==> config.mk <==
export PLATFORM = sky130hd
export DESIGN_NAME = axi4_w_order_arbiter
export DESIGN_NICKNAME = d
export VERILOG_FILES = /design/src/rtl/rab_w_arb_pkg.sv /design/src/rtl/rab_order_fifo.sv /design/src/rtl/axi4_w_order_arbiter.sv
export SDC_FILE = /design/constraint.sdc
export NUM_CORES = 1
export LEC_CHECK = 0
export CORE_AREA = 2 2 98 100
export DETAILED_ROUTE_END_ITERATION = 8
export DIE_AREA = 0 0 100 102
export GPL_ROUTABILITY_DRIVEN = 0
export HOLD_SLACK_MARGIN = 0.08
export PLACE_DENSITY_LB_ADDON = 0.25
export REMOVE_ABC_BUFFERS = 1
export SLEW_MARGIN = 25
export SYNTH_ARGS = -nofsm -noshare
export SYNTH_HDL_FRONTEND = slang
export SYNTH_SLANG_ARGS = --single-unit
==> constraint.sdc <==
create_clock -name axi4_aclk -period 2.93 [get_ports axi4_aclk]
set_clock_uncertainty 0.05 [all_clocks]
set_input_delay 0.586 -clock axi4_aclk [delete_from_list [all_inputs] [get_ports axi4_aclk]]
set_output_delay 0.586 -clock axi4_aclk [all_outputs]
set_load 0.05 [all_outputs]
==> src/rtl/rab_w_arb_pkg.sv <==
// ----------------------------------------------------------------------------
// rab_w_arb_pkg
// Shared types and constants for the AXI4 W-channel order arbiter.
//   order_entry_t    : one order-FIFO entry {len, port}
//   LEN_WIDTH        : AWLEN width
//   PORT_FIELD_WIDTH : room reserved for the port index inside an entry
//   cnt_width()      : width of an occupancy counter able to hold 0..depth
// ----------------------------------------------------------------------------
package rab_w_arb_pkg;

    localparam int LEN_WIDTH        = 8;
    localparam int PORT_FIELD_WIDTH = 8;

    typedef struct packed {
        logic [LEN_WIDTH-1:0]        len;
        logic [PORT_FIELD_WIDTH-1:0] port;
    } order_entry_t;

    localparam int ORDER_ENTRY_WIDTH = $bits(order_entry_t);

    // Occupancy counters must represent "full" (== depth), hence the extra bit.
    function automatic int cnt_width(input int depth);
        return $clog2(depth) + 1;
    endfunction

endpackage

==> src/rtl/rab_order_fifo.sv <==
// ----------------------------------------------------------------------------
// rab_order_fifo
// Synchronous FIFO holding the order in which W bursts must be served.
// Head is read combinationally from the registered read pointer, so an entry
// pushed into an empty FIFO becomes visible the cycle after the push.
// A push while full is only accepted when a pop happens in the same cycle.
// Ports:
//   clk, rst       clock, synchronous active-high reset
//   push/push_data write request and entry
//   pop            remove head (ignored when empty)
//   head           current head entry
//   count          occupancy 0..DEPTH
//   full, empty    occupancy flags (from registered count only)
// ----------------------------------------------------------------------------
module rab_order_fifo #(
    parameter int WIDTH = 16,
    parameter int DEPTH = 8
) (
    input  logic                   clk,
    input  logic                   rst,
    input  logic                   push,
    input  logic [WIDTH-1:0]       push_data,
    input  logic                   pop,
    output logic [WIDTH-1:0]       head,
    output logic [$clog2(DEPTH):0] count,
    output logic                   full,
    output logic                   empty
);

    localparam int PTR_W = $clog2(DEPTH);
    localparam int CNT_W = PTR_W + 1;

    logic [WIDTH-1:0] mem_r [DEPTH];
    logic [PTR_W-1:0] wr_ptr_r;
    logic [PTR_W-1:0] rd_ptr_r;
    logic [CNT_W-1:0] count_r;
    logic             push_ok_s;
    logic             pop_ok_s;

    assign full      = (count_r == CNT_W'(DEPTH));
    assign empty     = (count_r == {CNT_W{1'b0}});
    assign pop_ok_s  = pop & ~empty;
    // When full, the slot being popped is the one written, so push is safe.
    assign push_ok_s = push & (~full | pop_ok_s);
    assign head      = mem_r[rd_ptr_r];
    assign count     = count_r;

    // Entry storage; needs no reset because empty gates every use of head.
    always_ff @(posedge clk) begin
        if (push_ok_s) begin
            mem_r[wr_ptr_r] <= push_data;
        end
    end

    // Pointers wrap naturally (DEPTH is a power of two); count tracks occupancy.
    always_ff @(posedge clk) begin
        if (rst) begin
            wr_ptr_r <= {PTR_W{1'b0}};
            rd_ptr_r <= {PTR_W{1'b0}};
            count_r  <= {CNT_W{1'b0}};
        end else begin
            if (push_ok_s) begin
                wr_ptr_r <= wr_ptr_r + PTR_W'(1);
            end
            if (pop_ok_s) begin
                rd_ptr_r <= rd_ptr_r + PTR_W'(1);
            end
            case ({push_ok_s, pop_ok_s})
                2'b10:   count_r <= count_r + CNT_W'(1);
                2'b01:   count_r <= count_r - CNT_W'(1);
                default: count_r <= count_r;
            endcase
        end
    end

endmodule

==> src/rtl/axi4_w_order_arbiter.sv <==
// ----------------------------------------------------------------------------
// axi4_w_order_arbiter
// Shares one master AXI4 W channel among NUM_PORTS W senders. AXI4 has no
// WID, so every master AW handshake pushes its owning port into an order
// FIFO and the W mux serves bursts strictly in FIFO order.
// Ports:
//   axi4_aclk, axi4_arst          clock, synchronous active-high reset
//   aw_push_valid/port/len        master AW handshake and its owner / AWLEN
//   aw_stall                      order FIFO full, AW arbiter must not grant
//   s_axi4_w*                     packed per-port W channels (port i = slice i)
//   m_axi4_w*                     master W channel
//   pending_cnt                   order FIFO occupancy
//   order_ovf                     sticky: push dropped because FIFO was full
//   len_err                       (RAB_W_LEN_CHECK_EN only) one-cycle pulse
//                                 when a burst's beat count disagrees with AWLEN
// Optional feature macro: RAB_W_LEN_CHECK_EN
// ----------------------------------------------------------------------------
module axi4_w_order_arbiter
    import rab_w_arb_pkg::*;
#(
    parameter int NUM_PORTS      = 4,
    parameter int LOG_NUM_PORTS  = 2,
    parameter int ORDER_DEPTH    = 8,
    parameter int AXI_DATA_WIDTH = 32,
    parameter int AXI_USER_WIDTH = 2
) (
    input  logic                                   axi4_aclk,
    input  logic                                   axi4_arst,
    input  logic                                   aw_push_valid,
    input  logic [LOG_NUM_PORTS-1:0]               aw_push_port,
    input  logic [LEN_WIDTH-1:0]                   aw_push_len,
    output logic                                   aw_stall,
    input  logic [NUM_PORTS*AXI_DATA_WIDTH-1:0]    s_axi4_wdata,
    input  logic [NUM_PORTS*AXI_DATA_WIDTH/8-1:0]  s_axi4_wstrb,
    input  logic [NUM_PORTS*AXI_USER_WIDTH-1:0]    s_axi4_wuser,
    input  logic [NUM_PORTS-1:0]                   s_axi4_wlast,
    input  logic [NUM_PORTS-1:0]                   s_axi4_wvalid,
    output logic [NUM_PORTS-1:0]                   s_axi4_wready,
    output logic [AXI_DATA_WIDTH-1:0]              m_axi4_wdata,
    output logic [AXI_DATA_WIDTH/8-1:0]            m_axi4_wstrb,
    output logic [AXI_USER_WIDTH-1:0]              m_axi4_wuser,
    output logic                                   m_axi4_wlast,
    output logic                                   m_axi4_wvalid,
    input  logic                                   m_axi4_wready,
`ifdef RAB_W_LEN_CHECK_EN
    output logic                                   len_err,
`endif
    output logic [cnt_width(ORDER_DEPTH)-1:0]      pending_cnt,
    output logic                                   order_ovf
);

    localparam int STRB_W = AXI_DATA_WIDTH / 8;

    order_entry_t               push_entry_s;
    order_entry_t               head_s;
    logic                       fifo_full_s;
    logic                       fifo_empty_s;
    logic                       hv_s;
    logic [LOG_NUM_PORTS-1:0]   sel_s;
    logic                       w_hs_s;
    logic                       pop_s;
    logic                       order_ovf_r;
    logic                       unused_head_s;

    assign push_entry_s = '{len: aw_push_len, port: PORT_FIELD_WIDTH'(aw_push_port)};

    rab_order_fifo #(
        .WIDTH (ORDER_ENTRY_WIDTH),
        .DEPTH (ORDER_DEPTH)
    ) u_order_fifo (
        .clk       (axi4_aclk),
        .rst       (axi4_arst),
        .push      (aw_push_valid),
        .push_data (push_entry_s),
        .pop       (pop_s),
        .head      (head_s),
        .count     (pending_cnt),
        .full      (fifo_full_s),
        .empty     (fifo_empty_s)
    );

    assign hv_s          = ~fifo_empty_s;
    assign sel_s         = head_s.port[LOG_NUM_PORTS-1:0];
    assign unused_head_s = ^head_s;
    assign aw_stall      = fifo_full_s;
    assign order_ovf     = order_ovf_r;
    assign w_hs_s        = m_axi4_wvalid & m_axi4_wready;
    assign pop_s         = w_hs_s & m_axi4_wlast;

    // W mux: only the FIFO head port is visible; m_axi4_wready reaches only wready.
    always_comb begin
        m_axi4_wdata  = {AXI_DATA_WIDTH{1'b0}};
        m_axi4_wstrb  = {STRB_W{1'b0}};
        m_axi4_wuser  = {AXI_USER_WIDTH{1'b0}};
        m_axi4_wlast  = 1'b0;
        m_axi4_wvalid = 1'b0;
        s_axi4_wready = {NUM_PORTS{1'b0}};
        for (int i = 0; i < NUM_PORTS; i++) begin
            if (hv_s && (sel_s == i[LOG_NUM_PORTS-1:0])) begin
                m_axi4_wdata     = s_axi4_wdata[i*AXI_DATA_WIDTH +: AXI_DATA_WIDTH];
                m_axi4_wstrb     = s_axi4_wstrb[i*STRB_W +: STRB_W];
                m_axi4_wuser     = s_axi4_wuser[i*AXI_USER_WIDTH +: AXI_USER_WIDTH];
                m_axi4_wlast     = s_axi4_wlast[i];
                m_axi4_wvalid    = s_axi4_wvalid[i];
                s_axi4_wready[i] = m_axi4_wready;
            end else begin
                s_axi4_wready[i] = 1'b0;
            end
        end
    end

    // Sticky overflow: a push was lost because the FIFO was full and nothing popped.
    always_ff @(posedge axi4_aclk) begin
        if (axi4_arst) begin
            order_ovf_r <= 1'b0;
        end else if (aw_push_valid && fifo_full_s && !pop_s) begin
            order_ovf_r <= 1'b1;
        end else begin
            order_ovf_r <= order_ovf_r;
        end
    end

`ifdef RAB_W_LEN_CHECK_EN
    logic [LEN_WIDTH-1:0] beat_cnt_r;
    logic                 len_err_r;

    assign len_err = len_err_r;

    // Beat counter per burst; flags wlast that disagrees with the head's AWLEN.
    always_ff @(posedge axi4_aclk) begin
        if (axi4_arst) begin
            beat_cnt_r <= {LEN_WIDTH{1'b0}};
            len_err_r  <= 1'b0;
        end else if (w_hs_s) begin
            len_err_r  <= m_axi4_wlast ^ (beat_cnt_r == head_s.len);
            if (m_axi4_wlast) begin
                beat_cnt_r <= {LEN_WIDTH{1'b0}};
            end else begin
                beat_cnt_r <= beat_cnt_r + LEN_WIDTH'(1);
            end
        end else begin
            len_err_r  <= 1'b0;
            beat_cnt_r <= beat_cnt_r;
        end
    end
`endif

endmodule
==> flow_results.org, run 1 <==
** Floorplanning
- Number of top-level pins :: 224
- The floorplan step set the die height to 102 um.
- Row cnt :: 35
- Once the floorplan was initialized, standard cells occupied 28.65% of the core.
- The die is 100 um wide.
- The floorplan step defined a core boundary enclosing 9109 um^2.
- The die covers 10200 um^2.

** Pwr
- Overall power consumption after layout is estimated at 2.411 mW.
- Switching Share :: 39.76%
- Sequential cells burn 19.8% of the power.
- Leakage power of the design :: 2.117 nW
- Largest vdd supply drop :: 0.0003082 V
- Cell internal pwr :: 1.453 mW
- Of the total power, combinational logic draws 67.1%.
- Per report_power, the clock group accounts for 13.1% of the total.
- Switching power :: 0.9588 mW
- Total power per unit cell area :: 435.3 nW/um^2

** Global routing
- The number of antenna violations at the first check in global routing came to 0.
- The total overflow left after global routing is 0.
- Pin count of the biggest net entering global routing :: 39
- Global-route total usage across every layer :: 19.97%
- First-pass GRT wire length :: 15.44 mm
- Vias in the first global route :: 2889

** Synth
- Counting every instance in the synthesized netlist gives 210.
- Cell area after technology mapping :: 2610 um^2
- Dividing the synthesized area by the synthesized cell count gives 12.43 um^2.
- During synthesis, Yosys emitted a total of 0 warnings.
- After synthesis the netlist holds a flip-flop and latch count of 30.
- Sequential elements use 29.15% of the synthesized area.
- The netlist uses 29 different library cells.

** Drt
- Summing over every cut layer, the via total after detailed routing is 2716.
- The first detailed-routing pass ran for 4 iterations.
- After the first detailed-routing iteration, the DRC count stood at 51.
- The detail route stage leaves a number of antenna-violating nets equal to 0.
- For this run, design rule violations remaining after detail routing come to 0.
- The routed design has 10.61 mm of wire.
- After detailed routing, the number of vias per cell comes to 4.947.
- In the final routed layout, each cell accounts on average for 19.33 um.

** Clocking
- Total clock buffers created by CTS :: 5
- At the later pin of the worst-skew pair, clock insertion delay measures 0.28 ns.
- TritonCTS built the clock tree.
- CTS clk-pin slew, worst paths :: 0.06 ns
- Hold-fix buffers, CTS :: 0
- The clock net in this run drives a total of 30 sinks.
- The clock tree synthesis step divided the H-tree into 2 levels.
- Counting along the longest clock path gives a buffer depth of 2.
- Clock Tree Root :: sky130_fd_sc_hd__clkbuf_8

** Critical path
- The critical path goes through buf_12 > mux4_2 > mux2_4 > buf_12 > mux4_2 > and2_4 > buf_6.
- STA puts the critical path data arrival time at 2.54 ns.
- Worst Setup Start Kind :: flip-flop
- Worst path bufs/invs :: 3
- Data required time at the worst endpoint :: 2.29 ns
- STA classifies the critical path endpoint as an output pin.
- Peak per-stage delay on the critical path :: 0.51 ns
- Type of the setup path with the least slack :: flip-flop to output pin
- Delay-heaviest family, CP :: multiplexers
- The largest individual stage delay along the critical path comes from the cell sky130_fd_sc_hd__mux4_2.
- Along the worst path, the maximum fanout reaches 19.

** Timing
- Transition time at the pin with the least slew margin :: 0.5475 ns
- The number of hold violations in the final report is 0.
- The count of final max-slew check failures is 0.
- Final Worst Setup Slack :: -0.2471 ns
- Based on the critical path, the design can be clocked at up to 0.3148 GHz.
- Headroom to the max-slew limit came out at 63.39%.
- Post-Route Hold Slack :: 0.4285 ns
- After routing, the total negative slack on setup checks comes to -8.201 ns.
- Setup repair after global routing could not meet its margin everywhere.
- Final setup violation count :: 43
- Period utilization :: 108.4%
- Crit path time final :: 3.177 ns

** Job
- Across the run, the number of max-cap violations was 0.

** Finish
- Area delta synth->final :: 112.2%
- Layout Nets :: 614
- Counting the fill cells in the layout gives 712.
- The repair_antennas step left the layout with diodes totalling 0.
- The post-route netlist has 41.55% of its cells at a drive strength greater than 1.

** Placement
- Placed wire-length estimate after detailed placement :: 8.460 mm
- Port buffering added 215 buffers.
- Setup Slack @ Placement :: -0.06046 ns

** Outcome
- The flow ran to the end, but the final reports show violations.
- Violations in the final reports :: setup timing

** Worst hold path
- Worst min path class :: flip-flop to flip-flop
- Hold_sp :: order_ovf$_SDFFE_PP0P_
## placed cells by master, fill, tap and decap left out, types with 5 or more instances in the layout
| cell type | count |
|---|---|
| sky130_fd_sc_hd__edfxtp_1 | 16 |
| sky130_fd_sc_hd__buf_4 | 10 |
| sky130_fd_sc_hd__mux4_2 | 43 |
| sky130_fd_sc_hd__nand2b_1 | 7 |
| sky130_fd_sc_hd__nor2_1 | 9 |
| sky130_fd_sc_hd__mux2i_1 | 9 |
| sky130_fd_sc_hd__buf_12 | 8 |
| sky130_fd_sc_hd__and2_4 | 40 |
| sky130_fd_sc_hd__dfxtp_1 | 13 |
| sky130_fd_sc_hd__clkdlybuf4s50_1 | 171 |
| sky130_fd_sc_hd__buf_6 | 41 |
| sky130_fd_sc_hd__buf_8 | 5 |
| sky130_fd_sc_hd__nand2_1 | 6 |
| sky130_fd_sc_hd__clkbuf_8 | 5 |
## layer usage
layer,up-vias,global-route usage [%],part of all wire [%]
met5,-,0,0
met4,0,7.798,3.2
met3,23,4.993,7.4
met2,117,38.15,54
met1,1309,21.08,36
li1,1267,-,-
## worst register-to-register path, stage by stage (launching register included)
cell,delay [ns]
sky130_fd_sc_hd__dfxtp_2,0.33
sky130_fd_sc_hd__buf_12,0.13
sky130_fd_sc_hd__buf_4,0.13
sky130_fd_sc_hd__mux2i_1,0.11
sky130_fd_sc_hd__mux4_2,0.58
sky130_fd_sc_hd__mux4_2,0.54
sky130_fd_sc_hd__nand4_4,0.15
sky130_fd_sc_hd__nor2_2,0.05
sky130_fd_sc_hd__xor2_1,0.14
sky130_fd_sc_hd__ha_2,0.18
sky130_fd_sc_hd__and3_4,0.16
sky130_fd_sc_hd__mux2i_2,0.18
sky130_fd_sc_hd__mux2_4,0.32
## flip-flops by register name, summed over array words and instances, names as in the netlist, named ones only
signal / count
u_order_fifo.count: 4
u_order_fifo.wr_ptr_r: 3
u_order_fifo.rd_ptr_r: 3
order_ovf: 1
u_order_fifo.mem_r: 16
## repair_timing
action / in CTS / in global routing
setup buffers: 5 / 0
gates cloned: 2 / 0
endpoints found under the setup margin: 43 / 66
pin swaps: 4 / 5
resized for setup: 76 / 50
## final cells by class
| type | instances | area, um^2 | share of cell area, % |
|---|---|---|---|
| well taps | 111 | 138.9 | 2.507 |
| clock inverters | 3 | 16.27 | 0.2937 |
| clock buffers | 5 | 68.82 | 1.242 |
| repair buffers | 237 | 2549 | 46.01 |
| flip-flops and latches | 30 | 762.0 | 13.76 |
| inverters | 2 | 7.507 | 0.1355 |
| multi-input cells | 161 | 1997 | 36.05 |
## logic make-up after synthesis
group / share of synthesized area (%)
fa+ha+maj: 1.438
buf+inv: 3.548
mux: 43.62
xor+xnor: 0.6713
simple gates: 19.99
compound gates: 1.582
flops: 29.15
## stage by stage
step | utilization (%) | instances | instance area (um^2)
2_1_floorplan | - | 193 | 2525
3_3_place_gp | 53.86 | 534 | 4906
3_5_place_dp | 53.86 | 534 | 4906
6_report | 60.81 | 549 | 5539
5_1_grt | 60.81 | 549 | 5539
4_1_cts | 58.68 | 549 | 5345
## path summary, 6_finish.rpt
kind                            cells after the start  slack (ns)                                 end
worst max-delay path                                7       -0.25                     m_axi4_wdata[2]
worst min register to register                      2        0.43              order_ovf$_SDFFE_PP0P_
worst max register to register                     12       -0.20  u_order_fifo.count[2]$_SDFFE_PP0P_
worst min-delay path                                2        0.43              order_ovf$_SDFFE_PP0P_
## power groups by stage
stage | clock, mW | sequential (mW) | combinational (mW)
final | 0.315 | 0.478 | 1.62
after global routing | 0.350 | 0.480 | 1.69
after CTS | 0.324 | 0.476 | 1.53
after detailed placement | 0 | 0.483 | 1.34
after global placement | 0 | 0.482 | 1.33
after floorplan | 0 | 0.501 | 0.776
## synth_stat cells
library cell               count  area share (%)
sky130_fd_sc_hd__mux2i_1      11             4.2
sky130_fd_sc_hd__a21oi_1       3            0.58
sky130_fd_sc_hd__clkbuf_1     10             1.4
sky130_fd_sc_hd__mux4_2       43              37
sky130_fd_sc_hd__nor2_1       15             2.2
sky130_fd_sc_hd__nand2b_1      8             1.9
sky130_fd_sc_hd__buf_2         5            0.96
sky130_fd_sc_hd__inv_1         2            0.29
sky130_fd_sc_hd__nor2b_2       1            0.34
sky130_fd_sc_hd__nand4_4       1            0.81
sky130_fd_sc_hd__nand2_1       6            0.86
sky130_fd_sc_hd__nor2b_1       4            0.96
sky130_fd_sc_hd__and3_1        1            0.24
sky130_fd_sc_hd__or2_2         2            0.48
sky130_fd_sc_hd__o21ai_0       2            0.38
sky130_fd_sc_hd__nand3_1       2            0.38
sky130_fd_sc_hd__edfxtp_1     16              18
sky130_fd_sc_hd__ha_1          3             1.4
sky130_fd_sc_hd__xor2_1        2            0.67
sky130_fd_sc_hd__a41oi_2       1            0.62
sky130_fd_sc_hd__and2_1       40             9.6
sky130_fd_sc_hd__dfxtp_1      14              11
sky130_fd_sc_hd__nor3_1        8             1.5
sky130_fd_sc_hd__nand4_1       1            0.24
sky130_fd_sc_hd__buf_6         2            0.86
sky130_fd_sc_hd__mux2_2        1            0.43
sky130_fd_sc_hd__or3_1         2            0.48
sky130_fd_sc_hd__mux2_1        3             1.3
sky130_fd_sc_hd__mux2_4        1            0.58
Note: power is estimated with default switching activity, not from simulation.
==> inputs of run 2 (changes only) <==
CORE_AREA = 2 2 130 132   (was 2 2 98 100)
DIE_AREA = 0 0 132 134   (was 0 0 100 102)
HOLD_SLACK_MARGIN = 0.02   (was 0.08)
SYNTH_HIERARCHICAL = 1   (was unset)
==> run 2 against run 1 <==
The run still ends with setup timing left. Non-clock buffer count is 14 higher. First-iteration DRC count is 9.8% higher. Via count is 4.0% higher. Sequential power is 2% lower. Sequential share of layout area is 1.8 points lower. Utilization is 22 points lower. Critical path type unchanged. Critical endpoint is now m_axi4_wdata[10]. Largest cell class unchanged.
==> flow_results.org, run 2 <==
** Synth
- Mapped Cells :: 224 (was 210)
- Cell area after technology mapping :: 2776 um^2 (was 2610 um^2)
- The count of synthesis-stage warnings from yosys came to 6 (was 0).
- The mean area per synthesized cell came to 12.39 um^2 (was 12.43 um^2).

** Pwr
- Total power per unit cell area :: 441.4 nW/um^2 (was 435.3 nW/um^2)
- Overall power of the completed layout :: 2.824 mW (was 2.411 mW)
- The switching power share of the total came to 38.37% (was 39.76%).
- The leakage power summed over all cells is 2.435 nW (was 2.117 nW).
- The switching power summed over all nets came to 1.083 mW (was 0.9588 mW).
- Largest vdd supply drop :: 0.0003358 V (was 0.0003082 V)
- Reg power frac :: 16.7% (was 19.8%)
- The fraction of power consumed by the clock network came to 16.9% (was 13.1%).
- Cell internal pwr :: 1.740 mW (was 1.453 mW)
- Proportion of power drawn by combinational gates :: 66.5% (was 67.1%)

** Drt
- Number of nets with antenna violations after detailed routing :: 0 (unchanged)
- Number of DRC violations after detailed routing :: 0 (unchanged)
- The via density per instance was 4.142 (was 4.947).
- Detailed-router iteration count before antenna repair :: 4 (unchanged)
- The final wirelength came to 12.51 mm (was 10.61 mm).
- Initial DRC count :: 56 (was 51)
- Routed vias :: 2825 (was 2716)
- The mean routed wirelength per cell came to 18.35 um (was 19.33 um).

** Timing
- The tightest hold margin is 0.4281 ns (was 0.4285 ns).
- Pins over their slew limit :: 0 (unchanged)
- The maximum frequency from static timing analysis came to 0.3065 GHz (was 0.3148 GHz).
- Period utilization :: 111.3% (was 108.4%)
- The total negative slack for setup checks is -13.30 ns (was -8.201 ns).
- Worst slew margin relative to its limit :: 31.84% (was 63.39%)
- RSZ-0062 raised after global routing: true (unchanged).
- The number of hold violations in the final report was 0 (unchanged).
- Final setup violation count :: 52 (was 43)
- The final period demand of the worst path came to 3.262 ns (was 3.177 ns).
- The final worst slack came to -0.3323 ns (was -0.2471 ns).
- The slew of the pin with the lowest slew margin is 1.022 ns (was 0.5475 ns).

** Floorplanning
- The placeable core region is 16290 um^2 (was 9109 um^2).
- The die height came to 134 um (was 102 um).
- The area enclosed by the die boundary came to 17690 um^2 (was 10200 um^2).
- Effective utilization at floorplan :: 17.04% (was 28.65%)
- The standard-cell row count came to 47 (was 35).
- Number of top-level pins :: 224 (unchanged)
- The die extent in x came to 132 um (was 100 um).

** Finish
- Largest register FFs :: 16 (unchanged)
- Layout Nets :: 638 (was 614)
- Area delta synth->final :: 130.4% (was 112.2%)
- The top register by number of flip-flops is u_order_fifo/mem_r (was u_order_fifo.mem_r).
- The filler cell count was 1540 (was 712).
- The most common library cell in the layout ignoring fill and taps is sky130_fd_sc_hd__clkdlybuf4s50_1 (unchanged).
- The sequential cell area in the final layout was 764.5 um^2 (was 762.0 um^2).
- The total area of multi-input combinational cells was 2217 um^2 (was 1997 um^2).
- Most frequent cells in the layout: 170 x sky130_fd_sc_hd__clkdlybuf4s50_1, 41 x sky130_fd_sc_hd__mux4_2, 31 x sky130_fd_sc_hd__buf_4 (was 171 x sky130_fd_sc_hd__clkdlybuf4s50_1, 43 x sky130_fd_sc_hd__mux4_2, 41 x sky130_fd_sc_hd__buf_6).
- Fraction of final layout cells with drive strength greater than 1 :: 42.17% (was 41.55%)

** Critical path
- Capturing element type of the critical path :: output pin (unchanged)
- The cell with the biggest individual delay on the critical path was sky130_fd_sc_hd__mux4_2 (unchanged).
- Flop2flop setup slack :: -0.28 ns (was -0.20 ns)
- The worst stage delay on the critical path is 0.53 ns (was 0.51 ns).
- The startpoint type of the worst setup path is a flip-flop (unchanged).
- Data required time at the worst endpoint :: 2.29 ns (about the same)
- Critical path fanouts, max :: 8 (was 19)
- The kind of cell adding the most delay to the critical path is multiplexers (unchanged).
- Type of the setup path with the least slack :: flip-flop to output pin (unchanged)
- Arrival time at the worst endpoint :: 2.63 ns (was 2.54 ns)
- The number of buffers and inverters on the critical path came to 3 (unchanged).
- Chain of cells forming the critical path: buf_6 > mux4_2 > mux2_4 > clkbuf_16 > mux4_2 > nor2b_1 > buf_6 (was buf_12 > mux4_2 > mux2_4 > buf_12 > mux4_2 > and2_4 > buf_6).

** Worst hold path
- The type of the tightest min-delay check is flip-flop to flip-flop (unchanged).

** Global routing
- The number of antenna violations at the first check in global routing is 2 (was 0).
- Global-route total usage across every layer :: 13.28% (was 19.97%)
- The number of global-route vias before repair was 3022 (was 2889).
- First-pass GRT wire length :: 18.06 mm (was 15.44 mm)
- The pin count of the biggest net entering global routing is 40 (was 39).
- The total congestion overflow is 0 (unchanged).

** Outcome
- Violations in the final reports: setup timing (unchanged).
- Outcome :: finished with violations (unchanged)

** Placement
- Placed wire-length estimate after detailed placement :: 9.449 mm (was 8.460 mm)
- IO Port Bufs :: 215 (unchanged)
- Setup Slack @ Placement :: -0.6332 ns (was -0.06046 ns)

** Clocking
- CTS tree :: yes (unchanged)
- CTS clk-pin slew, worst paths :: 0.05 ns (was 0.06 ns)
- The cell chosen for the clock root is sky130_fd_sc_hd__clkbuf_16 (was sky130_fd_sc_hd__clkbuf_8).
- Clock Path Buffers :: 2 (unchanged)
- The insertion delay to the later sink of the worst-skew pair was 0.27 ns (was 0.28 ns).
- The number of levels in the clock H-tree is 2 (unchanged).
- The total number of clock tree sinks is 30 (unchanged).
- The CTS buffer count came to 5 (unchanged).

** Job
- The max capacitance violation total was 0 (unchanged).
-- run 2: final timing paths --
| kind | from | to | cells past startpoint |
|---|---|---|---|
| worst max-delay path | flip-flop | m_axi4_wdata[10] | 7 |
| worst min-delay path | order_ovf$_SDFFE_PP0P_ | order_ovf$_SDFFE_PP0P_ | 2 |
| worst max register to register | flip-flop | u_order_fifo/count[3]$_SDFFE_PP0P_ | 15 |
| worst min register to register | order_ovf$_SDFFE_PP0P_ | order_ovf$_SDFFE_PP0P_ | 2 |
-- run 2: stage by stage --
stage / cell area, um^2 / instances / util, %
after global placement: 5553 / 664 / 34.09
after detailed placement: 5553 / 664 / 34.09
after floorplan: 2584 / 200 / -
after CTS: 5982 / 679 / 36.72
final: 6397 / 682 / 39.27
after global routing: 6397 / 682 / 39.27
-- run 2: what timing repair did --
action,in CTS,in global routing
hold buffers,0,0
endpoints found under the setup margin,64,65
resized for setup,51,91
pin swaps,8,6
cloned,3,1
buffers inserted,5,0
-- run 2: final cells by class --
| class | count | area share [%] |
|---|---|---|
| repair buffers | 251 | 46.47 |
| multi-input cells | 166 | 34.66 |
| flip-flops and latches | 30 | 11.95 |
| well taps | 220 | 4.303 |
| clock buffers | 5 | 1.956 |
| inverters | 5 | 0.3325 |
| clock inverters | 3 | 0.2543 |
| diodes | 2 | 0.07823 |
-- run 2: per-layer routing --
| metal | track usage [%] | vias up | wire [um] |
|---|---|---|---|
| met5 | 0 | - | 0 |
| met4 | 3.744 | 0 | 170 |
| met3 | 3.817 | 9 | 888 |
| met2 | 25.17 | 119 | 6772 |
| met1 | 14.34 | 1371 | 4680 |
| li1 | - | 1326 | - |
-- run 2: power groups by stage --
| stage | Sequential [mW] | Clock (mW) | Combinational [mW] |
|---|---|---|---|
| global placement | 0.476 | 0 | 1.61 |
| global route | 0.472 | 0.507 | 1.96 |
| CTS | 0.469 | 0.489 | 1.69 |
| finish | 0.470 | 0.476 | 1.88 |
| detailed placement | 0.477 | 0 | 1.61 |
| floorplan | 0.501 | 0 | 0.764 |
-- run 2: worst reg2reg max path: cells and delay by family (launching register included) --
kind	cells	cell delay, ns
flops	1	0.36
mux	3	1.08
simple gates	4	0.60
fa+ha+maj	1	0.21
compound gates	4	0.48
buf+inv	3	0.31
